`config.mk`:
```
export PLATFORM = sky130hd
export DESIGN_NAME = hazard_ctrl_mc
export DESIGN_NICKNAME = d
export VERILOG_FILES = /design/src/rtl/hazard_ctrl_mc.sv
export SDC_FILE = /design/constraint.sdc
export NUM_CORES = 1
export LEC_CHECK = 0
export ABC_AREA = 1
export ABC_CLOCK_PERIOD_IN_PS = 2200
export CAP_MARGIN = 20
export CORE_MARGIN = 2
export CORE_UTILIZATION = 40
export CTS_CLUSTER_DIAMETER = 60
export DETAILED_ROUTE_END_ITERATION = 8
export HOLD_SLACK_MARGIN = 0.03
export PLACE_DENSITY = 0.8
export SLEW_MARGIN = 40
export SYNTH_ARGS = -nofsm -noshare
export SYNTH_HDL_FRONTEND = slang
export SYNTH_SLANG_ARGS = --single-unit
```
`constraint.sdc`:
```
create_clock -name clk -period 2.2 [get_ports clk]
set_input_delay 0.66 -clock clk [delete_from_list [all_inputs] [get_ports clk]]
set_output_delay 0.66 -clock clk [all_outputs]
set_load 0.01 [all_outputs]
```
`src/rtl/hazard_ctrl_mc.sv`:
```
// Hazard/forwarding controller for a 5-stage pipeline with a multi-cycle MUL/DIV unit in Execute.
// Adds load-use stalling, branch flushing, a MUL/DIV busy tracker and saturating stall/flush counters.
//
// state | meaning
// IDLE  | no multi-cycle op in flight; a MUL/DIV arriving here starts the hold
// BUSY  | MUL/DIV still occupying Execute; cnt counts remaining held cycles
module hazard_ctrl_mc #(
    parameter int REG_ADDR_W   = 5,
    parameter int MD_LATENCY   = 4,
    parameter int CNT_W        = 16,
    parameter bit X0_HARDWIRED = 1'b1
) (
    input  logic                  clk,
    input  logic                  rst_n,
    input  logic [REG_ADDR_W-1:0] Rs1D,
    input  logic [REG_ADDR_W-1:0] Rs2D,
    input  logic [REG_ADDR_W-1:0] Rs1E,
    input  logic [REG_ADDR_W-1:0] Rs2E,
    input  logic [REG_ADDR_W-1:0] RdE,
    input  logic [REG_ADDR_W-1:0] RdM,
    input  logic [REG_ADDR_W-1:0] RdW,
    input  logic                  regWriteM,
    input  logic                  regWriteW,
    input  logic                  resultSrcE0,
    input  logic [1:0]            PCSrcE,
    input  logic                  mdOpE,
    input  logic                  ctrClear,
    output logic [1:0]            forwardAE,
    output logic [1:0]            forwardBE,
    output logic                  stallF,
    output logic                  stallD,
    output logic                  stallE,
    output logic                  flushD,
    output logic                  flushE,
    output logic                  flushM,
    output logic                  mdBusy,
    output logic [CNT_W-1:0]      stallCount,
    output logic [CNT_W-1:0]      flushCount
);

    localparam int CW = (MD_LATENCY > 1) ? $clog2(MD_LATENCY) : 1;
    localparam logic [CW-1:0] CNT_INIT = (MD_LATENCY > 1) ? CW'(MD_LATENCY - 2) : '0;
    localparam logic [CNT_W-1:0] CNT_MAX = '1;

    typedef enum logic {IDLE, BUSY} mdState_t;

    mdState_t state, nextState;
    logic [CW-1:0] cnt, nextCnt;
    logic lwStall, branch, mdStall;

    function automatic logic nz(input logic [REG_ADDR_W-1:0] r);
        return X0_HARDWIRED ? (r != '0) : 1'b1;
    endfunction

    function automatic logic [1:0] fwdSel(input logic [REG_ADDR_W-1:0] rs);
        if (regWriteM && rs == RdM && nz(rs))
            return 2'b10;
        else if (regWriteW && rs == RdW && nz(rs))
            return 2'b01;
        else
            return 2'b00;
    endfunction

    always_comb begin
        forwardAE = fwdSel(Rs1E);
        forwardBE = fwdSel(Rs2E);
        lwStall   = resultSrcE0 && (Rs1D == RdE || Rs2D == RdE) && nz(RdE);
        branch    = (PCSrcE != 2'b00);
    end

    // A taken branch kills any MUL/DIV in Execute, so it always returns the tracker to IDLE.
    always_comb begin
        nextState = state;
        nextCnt   = cnt;
        mdStall   = 1'b0;
        case (state)
            IDLE: begin
                if (mdOpE && !branch && MD_LATENCY > 1) begin
                    mdStall   = 1'b1;
                    nextState = BUSY;
                    nextCnt   = CNT_INIT;
                end
            end
            BUSY: begin
                if (branch) begin
                    nextState = IDLE;
                    nextCnt   = '0;
                end else if (cnt != '0) begin
                    mdStall = 1'b1;
                    nextCnt = cnt - 1'b1;
                end else begin
                    nextState = IDLE;
                end
            end
            default: begin
                nextState = IDLE;
                nextCnt   = '0;
            end
        endcase
        if (!rst_n)
            mdStall = 1'b0;
    end

    always_ff @(posedge clk) begin
        if (!rst_n) begin
            state <= IDLE;
            cnt   <= '0;
        end else begin
            state <= nextState;
            cnt   <= nextCnt;
        end
    end

    always_comb begin
        stallF = lwStall || mdStall;
        stallD = lwStall || mdStall;
        stallE = mdStall;
        flushD = branch;
        flushE = (lwStall || branch) && !mdStall;
        flushM = mdStall;
        mdBusy = (state == BUSY);
    end

    always_ff @(posedge clk) begin
        if (!rst_n || ctrClear) begin
            stallCount <= '0;
            flushCount <= '0;
        end else begin
            if (stallF && stallCount != CNT_MAX)
                stallCount <= stallCount + 1'b1;
            if ((flushD || flushE) && flushCount != CNT_MAX)
                flushCount <= flushCount + 1'b1;
        end
    end

endmodule
```
==> results of run 1 <==
[cell families (layout without fill, tap and decap cells)]
| logic type | Yosys count | after routing | share of synthesized area, % |
|---|---|---|---|
| AOI/OAI and AO/OA | 30 | 30 | 6.145 |
| buffers and inverters | 81 | 195 | 12.85 |
| adders and majority gates | 3 | 3 | 1.397 |
| xor gates and xnor gates | 28 | 28 | 9.125 |
| and+or+nand+nor | 258 | 258 | 44.41 |
| DFF | 35 | 35 | 26.07 |
[cells in the final DEF (no fill, tap or decap), drive strengths merged]
cell type / instances
nor2: 63
inv: 68
clkinv: 3
xnor2: 14
nor3: 6
ha: 3
a211oi: 2
or2: 1
nand4: 20
clkdlybuf4s15: 1
nand3b: 2
o21ai: 7
nor3b: 1
o211ai: 1
clkdlybuf4s50: 34
nor4: 4
buf: 70
xor2: 14
nand3: 46
a31oi: 1
clkbuf: 13
nand2: 115
dfxtp: 35
o22ai: 2
dlygate4sd2: 6
a21oi: 17
[power breakdown]
part           total, uW  switching [uW]  internal [uW]
Combinational        364             181            183
Sequential           648            6.85            641
Clock                455             233            222
Total               1470             421           1050
[per-stage QoR]
stage | area (um^2) | cells | util (%) | hold WS, ns
5_1_grt | 4014 | 626 | 62.50 | 0.5040
2_1_floorplan | 2724 | 435 | - | 0.4325
3_5_place_dp | 3724 | 605 | 57.98 | 0.4498
3_3_place_gp | 3724 | 605 | 57.98 | 0.4440
4_1_cts | 3872 | 625 | 60.30 | 0.4592
6_report | 4014 | 626 | 62.50 | 0.4636
[worst register-to-register path, delay by kind of cell, from the launching register on]
kind / cells / cell delay (ns)
fa+ha+maj: 1 / 0.24
flops: 1 / 0.31
compound gates: 1 / 0.18
simple gates: 6 / 0.45
buf+inv: 5 / 0.60
[state kept, by name, summed over array words and instances, names as in the netlist]
register and flops:
cnt 2, flushCount 16, stallCount 16, mdBusy 1
[what timing repair did]
action                     CTS  global route
setup endpoints to repair   10             9
gates cloned                 0             0
pin swaps                   46            30
resized for setup          212            57
setup buffers               12             1
[final cells by class]
| cell class | count | area (um^2) | share of cell area (%) |
|---|---|---|---|
| Clock inverter | 1 | 5.005 | 0.1247 |
| Timing Repair Buffer | 117 | 1069 | 26.62 |
| Clock buffer | 7 | 76.32 | 1.901 |
| Inverter | 70 | 267.8 | 6.671 |
| Multi-Input combinational cell | 319 | 1799 | 44.83 |
| Sequential cell | 35 | 700.7 | 17.46 |
| Tap cell | 77 | 96.34 | 2.400 |
[worst paths after layout]
kind / startpoint / end / cells past startpoint
max reg2reg: cnt[0] / stallCount[0] / 13
max: Rs2E[1] / forwardBE[0] / 6
min: cnt[1] / cnt[1] / 2
min reg2reg: cnt[1] / cnt[1] / 2
[per-layer routing]
layer / global-route usage, % / wire, um / vias up
li1: - / - / 1610
met1: 24.15 / 3200 / 1480
met2: 39.46 / 4237 / 62
met3: 3.272 / 199 / 13
met4: 7.071 / 110 / 0
met5: 0 / 0 / -
==> results.ini, run 1 <==
[global_routing]
grt_max_degree=26
antenna_found_initial=0
grt-ovfl-total=0
grt_usage_pct=21.10
grt_pass1_wl_um=12920
grt_pass1_vias=3066

[floorplanning]
std_cell_rows=29
ios=87
die_area_um2=7391
start_util_pct=41.85
die-width_um=85.97
die_h_um=85.97
core_um2=6422

[cts]
cts_tree=built
cts_root_buffer=clkbuf_8
cts_sinks=35
cts.path.max_buffers=2
clk_latency_ns=0.28
clkTransAtPathRegs_ns=0.07
htree_levels=2
cts-buffers-inserted=5
cts_hold_buffers=0

[synth]
synth_seq_cells=35
synth_top_area_share_pct=26.07
synth.top_cells.by_count=nand2_1 (111), inv_1 (64), nor2_1 (60)
seq_area_frac_synth_pct=26.07
synth_area_leaders=dfxtp_1 (26%), nand2_1 (16%), inv_1 (8.9%)
synth_warnings=0
synth_area_leader_cell=dfxtp_1
ys_types=38
syn_area_per_cell_um2=6.178
syn-cell-area_um2=2688
ys_async_sr_fraction_pct=0
syn-num-nets=482
ys.flop_type=dfxtp_1
syn_inst=435
synth.most_common_cell=nand2_1
synth_edf_count=0

[finish]
fillers=612
drive_gt1_share_pct=24.59
synthToLayoutAreaGrowth_pct=49.35
nets=595
n_antenna_cell=0

[placement]
post-dp-hpwl_um=5655
routabilityCongestion=0.8789
dpl_worst_slack_ns=-0.9121
io_buffers=86

[drt]
routedWlPerCell_um=12.38
drt_pre_antenna_iters=7
drc=0
drt_iter0_drc=174
wl_um=7747
postRouteAntennaNets=0
vias=3165
drt-vias-per-instance=5.056

[power]
vdd_drop_max_uv=237.3
p_leak_uw=0.001785
p_per_area_nw_per_um2=365.5
finalPower_uw=1467

[sta]
setup_violations=3
rsz0062_at_grt=yes
slew_headroom_pct=79.71
fin_setup_tns_ns=-0.1593
hold_viol_final=0
tightest_slew_ns=0.3033
maxClockFrequency_mhz=425.0
fin_crit_sh_pct=106.9
layout_min_cycle_time_ns=2.353
skew_ns=0.007813
drv_slew=0
timing.final.ws_setup_ns=-0.1529

[worst_setup_path]
rrSetupSlack_ns=0.33
worst_ep_arrival_time_ns=1.69
path_buf_inv=2
cpMostUsedCell=buf_2
start_kind=input port
max_stage_delay_ns=0.25
crit_type=in2out
endpoint_kind=output port
cpLargestDelayFamily=simple AND/OR/NAND/NOR gates
path_max_fanout=2
cp.required_ns=1.54
crit_chain=buf_2, or2_4, nor4_4, nor4_2, nor3_2, buf_2
cpMaxStageDelayCell=or2_4

[status]
violations=negative setup slack
outcome=finished with violations

[hold_path]
hold_class=reg2reg

[run]
max_cap_viol_count=0

Note: power is estimated with default switching activity, not from simulation.
==> run 2: changes to the inputs <==
--- a/config.mk
+++ b/config.mk
@@ -14,6 +14,7 @@
 export DETAILED_ROUTE_END_ITERATION = 8
 export HOLD_SLACK_MARGIN = 0.03
 export PLACE_DENSITY = 0.8
+export SETUP_SLACK_MARGIN = 0.3
 export SLEW_MARGIN = 40
 export SYNTH_ARGS = -nofsm -noshare
 export SYNTH_HDL_FRONTEND = slang
==> run 2 against run 1 <==
Effect of this change: the flow still finishes with violations (negative setup slack); fmax is 0.95% lower; final cell count shrank 0.80%; first-iteration DRC count fell by 37%; cell area increased by 1.9%; core utilization grew 1.2 points; clock power is 33% higher; routed wire length is 2.1% lower; clock-buffer cell count fell by 1; global-route usage shrank 0.78 points; via count fell by 2.7%; sequential share of layout area grew 0.32 points.
==> results.ini, run 2 (synthesized netlist as in run 1, its figures left out) <==
[drt]
drt_pre_antenna_iters=4
vias=3080
postRouteAntennaNets=0
drt_iter0_drc=109
routedWlPerCell_um=12.21
wl_um=7581
drc=0
drt-vias-per-instance=4.960

[cts]
clk_latency_ns=0.29
clkTransAtPathRegs_ns=0.07
cts_hold_buffers=0
cts.path.max_buffers=2
htree_levels=2
cts_tree=built
cts-buffers-inserted=5
cts_sinks=35
cts_root_buffer=clkbuf_8

[sta]
fin_setup_tns_ns=-0.2337
rsz0062_at_grt=yes
drv_slew=0
fin_crit_sh_pct=108.0
slew_headroom_pct=77.38
layout_min_cycle_time_ns=2.375
timing.final.ws_setup_ns=-0.1754
skew_ns=0.004906
hold_viol_final=0
tightest_slew_ns=0.3380
setup_violations=2
maxClockFrequency_mhz=421.0

[power]
vdd_drop_max_uv=312.9
p_per_area_nw_per_um2=393.6
p_leak_uw=0.002178

[floorplanning]
ios=87
std_cell_rows=29
core_um2=6422
start_util_pct=41.85
die_area_um2=7391
die_h_um=85.97
die-width_um=85.97

[worst_setup_path]
cpMostUsedCell=buf_6
crit_start=Rs2E[1]
crit_end=forwardBE[0]
worst_ep_arrival_time_ns=1.72
start_kind=input port
endpoint_kind=output port
crit_chain=buf_6, buf_6, xor2_1, nor4_1, nand3_1, nor3_2, buf_2
cpMaxStageDelayCell=nor4_1
path_max_fanout=3
crit_type=in2out
reg2reg_depth=12
worstReg2RegEnd=flushCount[5]
cp.required_ns=1.54
cpLargestDelayFamily=simple AND/OR/NAND/NOR gates
r2r-start=flushCount[1]
rrSetupSlack_ns=0.48
cp.depth=7
path_buf_inv=3
max_stage_delay_ns=0.29

[placement]
routabilityCongestion=0.8798
io_buffers=86
post-dp-hpwl_um=5687
dpl_worst_slack_ns=-0.9006

[finish]
layout_commonest_cell=nand2_1
drive_gt1_share_pct=29.78
synthToLayoutAreaGrowth_pct=52.19
fillers=607
final_cell_mix=nand2_1 (100), nor2_1 (53), inv_1 (52), nand3_1 (43), buf_6 (27)
nets=590
reg.largest.list=flushCount: 16 flops, stallCount: 16 flops, cnt: 2 flops
n_antenna_cell=0
final_util_pct=63.69

[hold_path]
hold_class=reg2reg

[run]
max_cap_viol_count=0

[global_routing]
grt_usage_pct=20.32
antenna_found_initial=0
grt-ovfl-total=0
grt_pass1_wl_um=12430
grt_max_degree=26
grt_pass1_vias=2925

[status]
outcome=finished with violations
violations=negative setup slack

==> run 2: cell count changes in the layout (fill, tap and decap cells not counted), sizes merged <==
cell           before  now
clkdlybuf4s50      34    4
dlymetal6s2s        0   19
dlygate4sd2         6   17
buf                70   66
clkbuf             13   10
bufinv              0    1
clkdlybuf4s15       1    2
==> run 2: area by class of cell <==
| type | instances | area [um^2] | area share [%] |
|---|---|---|---|
| clock buffer | 6 | 82.58 | 2.019 |
| clock inverter | 2 | 35.03 | 0.8565 |
| inverter | 70 | 270.3 | 6.608 |
| multi-input combinational | 319 | 1804 | 44.11 |
| sequential | 35 | 726.9 | 17.77 |
| tap | 77 | 96.34 | 2.355 |
| timing repair buffer | 112 | 1075 | 26.28 |
==> run 2: what timing repair did <==
action	CTS	global route
buffers inserted	5	0
setup endpoints to repair	70	30
resized for setup	248	71
pin swaps	46	27
==> run 2: how the worst min path moves through the flow <==
stage	startpoint	to	slack, ns	cells past startpoint
after CTS	cnt[1]	cnt[1]	0.47	2
after detailed placement	cnt[1]	cnt[1]	0.46	2
after global placement	cnt[1]	cnt[1]	0.45	2
after global routing	cnt[1]	cnt[1]	0.48	2
after floorplan	cnt[1]	cnt[1]	0.43	2
final	cnt[1]	cnt[1]	0.46	2
==> run 2: stage by stage <==
stage | hold WS [ns] | cells | power (uW) | instance area [um^2]
5_1_grt | 0.4812 | 621 | 1690 | 4090
2_1_floorplan | 0.4325 | 435 | 821.8 | 2758
3_5_place_dp | 0.4574 | 608 | 990.5 | 3792
6_report | 0.4647 | 621 | 1610 | 4090
3_3_place_gp | 0.4502 | 608 | 983.2 | 3792
4_1_cts | 0.4675 | 621 | 1597 | 3924
==> run 2: tightest hold or removal path: stages, from the launching register on <==
cell     delay, ns
dfxtp_1       0.30
inv_1         0.06
a21oi_1       0.06
==> run 2: power breakdown <==
part	internal (uW)	switching (uW)	leakage (uW)
Clock	367	236	0.0000612
Combinational	177	181	0.00182
Sequential	641	7.20	0.000293
==> run 2: routing by layer <==
metal	track usage, %	part of all wire (%)	vias up
li1	-	-	1593
met1	23.90	43	1403
met2	37.49	51	72
met3	3.754	4.7	12
met4	5.339	1.6	0
met5	0	0	-
==> run 3: changes to the inputs <==
--- a/config.mk
+++ b/config.mk
@@ -5,15 +5,14 @@
 export SDC_FILE = /design/constraint.sdc
 export NUM_CORES = 1
 export LEC_CHECK = 0
-export ABC_AREA = 1
 export ABC_CLOCK_PERIOD_IN_PS = 2200
 export CAP_MARGIN = 20
-export CORE_MARGIN = 2
+export CORE_MARGIN = 3
 export CORE_UTILIZATION = 40
 export CTS_CLUSTER_DIAMETER = 60
 export DETAILED_ROUTE_END_ITERATION = 8
 export HOLD_SLACK_MARGIN = 0.03
-export PLACE_DENSITY = 0.8
+export PLACE_DENSITY = 0.83
 export SETUP_SLACK_MARGIN = 0.3
 export SLEW_MARGIN = 40
 export SYNTH_ARGS = -nofsm -noshare
==> run 3 against run 2 <==
Effect of this change: the flow still finishes with violations (negative setup slack); combinational power increased by 25%; clock skew increased by 0.0034 ns; core utilization increased by 19 points; clock-buffer cell count increased by 2; fmax decreased by 8.3%; synthesized cell count decreased by 37%; setup slack got worse by 0.22 ns; critical path type unchanged; largest power group unchanged; highest routed layer unchanged.
==> results.ini, run 3 <==
[status]
outcome=finished with violations
violations=negative setup slack

[placement]
dpl_worst_slack_ns=-1.137
io_buffers=86
routabilityCongestion=0.7904
post-dp-hpwl_um=5115

[global_routing]
grt_pass1_wl_um=14190
grt_pass1_vias=2977
grt_max_degree=22
grt_usage_pct=27.35
grt-ovfl-total=0
antenna_found_initial=0

[sta]
hold_ws_ns=0.4902
slew_headroom_pct=73.02
drv_slew=0
maxClockFrequency_mhz=386.0
fin_setup_tns_ns=-8.754
layout_min_cycle_time_ns=2.591
hold_viol_final=0
tightest_slew_ns=0.4032
skew_ns=0.008329
rsz0062_at_grt=yes
fin_crit_sh_pct=117.8
setup_violations=36
timing.final.ws_setup_ns=-0.3907

[synth]
syn_inst=273
synth_area_leaders=dfxtp_1 (31%), xnor2_1 (10%), or4_1 (7.3%)
ys.flop_type=dfxtp_1
synth_top_area_share_pct=30.80
synth_edf_count=0
ys_types=47
synth.most_common_cell=dfxtp_1
syn_area_per_cell_um2=8.332
synth.top_cells.by_count=dfxtp_1 (35), xnor2_1 (27), a21oi_1 (26)
syn-cell-area_um2=2275
syn-num-nets=320
ys_async_sr_fraction_pct=0
synth_area_leader_cell=dfxtp_1
seq_area_frac_synth_pct=30.80
synth_warnings=0
synth_seq_cells=35

[drt]
routedWlPerCell_um=18.90
drc=0
wl_um=9072
drt-vias-per-instance=5.960
drt_iter0_drc=128
vias=2861
postRouteAntennaNets=0
drt_pre_antenna_iters=4

[hold_path]
min_to=flushCount[11]
holdPathStages=2
hold_class=reg2reg
hold_start=flushCount[11]

[finish]
final_util_pct=82.59
nets=456
synthToLayoutAreaGrowth_pct=92.52
layout_commonest_cell=buf_6
final_cell_mix=buf_6 (38), buf_4 (28), dlygate4sd2_1 (20), dfxtp_1 (19)
fillers=305
reg.largest.list=flushCount: 16 flops, stallCount: 16 flops, cnt: 2 flops
n_antenna_cell=0
drive_gt1_share_pct=50.00

[floorplanning]
die_h_um=81.41
core_um2=5303
std_cell_rows=26
die-width_um=81.41
die_area_um2=6628
ios=87
start_util_pct=42.90

[cts]
cts_root_buffer=clkbuf_8
cts_hold_buffers=0
cts_sinks=35
htree_levels=2
clkTransAtPathRegs_ns=0.07
cts_tree=built
clk_latency_ns=0.29
cts-buffers-inserted=5
cts.path.max_buffers=2

[power]
vdd_drop_max_uv=286.2
power.net_switching_uw=438.5
p_leak_uw=0.001924
switching_share_pct=27.18
p_per_area_nw_per_um2=368.5
seqPwrFrac_pct=39.7
power_frac_comb_pct=27.7
clkPwrFrac_pct=32.5
intPower_uw=1175

[worst_setup_path]
path_max_fanout=2
path_buf_inv=5
crit_chain=dlygate4sd2_1, xnor2_2, nand2_1, o22ai_4, buf_4, buf_6, a31oi_4, inv_4, buf_6
cpLargestDelayFamily=buffers and inverters
start_kind=input port
r2r-start=cnt[1]
worst_ep_arrival_time_ns=1.93
cpMostUsedCell=buf_6
crit_start=Rs1D[3]
crit_type=in2out
max_stage_delay_ns=0.26
rrSetupSlack_ns=-0.09
worstReg2RegEnd=stallCount[4]
endpoint_kind=output port
reg2reg_depth=14
cpMaxStageDelayCell=dlygate4sd2_1
cp.required_ns=1.54

[run]
max_cap_viol_count=0

run 3: cell count changes after synthesis, sizes merged, moves of 7 or more:
cell / previous run / this run
a21oi: 17 / 28
inv: 68 / 8
nand2: 115 / 18
nand3: 46 / 16
nor2: 63 / 8
o31ai: 0 / 15
or3: 0 / 7
or4: 0 / 22
xnor2: 14 / 27
xor2: 14 / 4
run 3: power groups by stage:
| stage | registers (uW) | logic (uW) | clock network [uW] |
|---|---|---|---|
| finish | 641 | 447 | 525 |
| global route | 642 | 472 | 561 |
| CTS | 641 | 406 | 526 |
| detailed placement | 655 | 312 | 0 |
| global placement | 654 | 304 | 0 |
| floorplan | 657 | 142 | 0 |
run 3: area by class of cell:
class | instances | area [um^2] | share of cell area, %
multi-input cells | 215 | 1944 | 44.40
clock buffers | 8 | 100.1 | 2.286
flip-flops and latches | 35 | 720.7 | 16.46
inverters | 8 | 40.04 | 0.9143
well taps | 70 | 87.58 | 2.000
repair buffers | 144 | 1486 | 33.94
run 3: worst max path at each step:
stage / to / cells after the start
floorplan: flushE / 6
CTS: forwardAE[0] / 6
finish: flushE / 9
global route: flushE / 9
global placement: stallD / 6
detailed placement: forwardAE[0] / 6
run 3: logic make-up (layout without fill, tap and decap cells):
| family | after synthesis | in the layout | share of synthesized area [%] |
|---|---|---|---|
| xor gates and xnor gates | 31 | 31 | 11.94 |
| DFF | 35 | 35 | 30.80 |
| and+or+nand+nor | 110 | 110 | 28.33 |
| AOI/OAI and AO/OA | 70 | 70 | 20.96 |
| buffers and inverters | 23 | 160 | 5.886 |
| adders and majority gates | 3 | 3 | 1.650 |
| muxes | 1 | 1 | 0.4401 |
run 3: worst register-to-register path, stage by stage (launching register included):
cell and delay [ns]:
dfxtp_2 0.34, inv_2 0.05, ha_4 0.16, nand2_2 0.08
o2111ai_4 0.15, inv_4 0.12, a21oi_4 0.06, buf_6 0.13
buf_6 0.10, buf_6 0.10, buf_6 0.10, buf_8 0.13
buf_12 0.14, or4_4 0.41, a21oi_2 0.14
run 3: per-layer routing:
metal	share of wire [%]	global-route usage, %	wire length, um	up-vias
met2	53	50.33	4786	150
met5	0	0	0	-
met1	36	30.11	3227	1371
li1	-	-	-	1319
met4	2.7	11.82	248	0
met3	8.9	5.592	809	21
run 3: what timing repair did:
item / 4_1_cts / 5_1_grt
resized for setup: 256 / 62
cloned: 4 / 0
pin swaps: 46 / 27
endpoints found under the setup margin: 66 / 58
setup buffers: 15 / 4
run 3: stage by stage:
step / instance area [um^2] / std cells / total power (uW)
after floorplan: 2397 / 273 / 799.8
after global placement: 3510 / 449 / 959.0
after detailed placement: 3510 / 449 / 966.9
after CTS: 4135 / 476 / 1573
after global routing: 4379 / 480 / 1674
final: 4379 / 480 / 1614
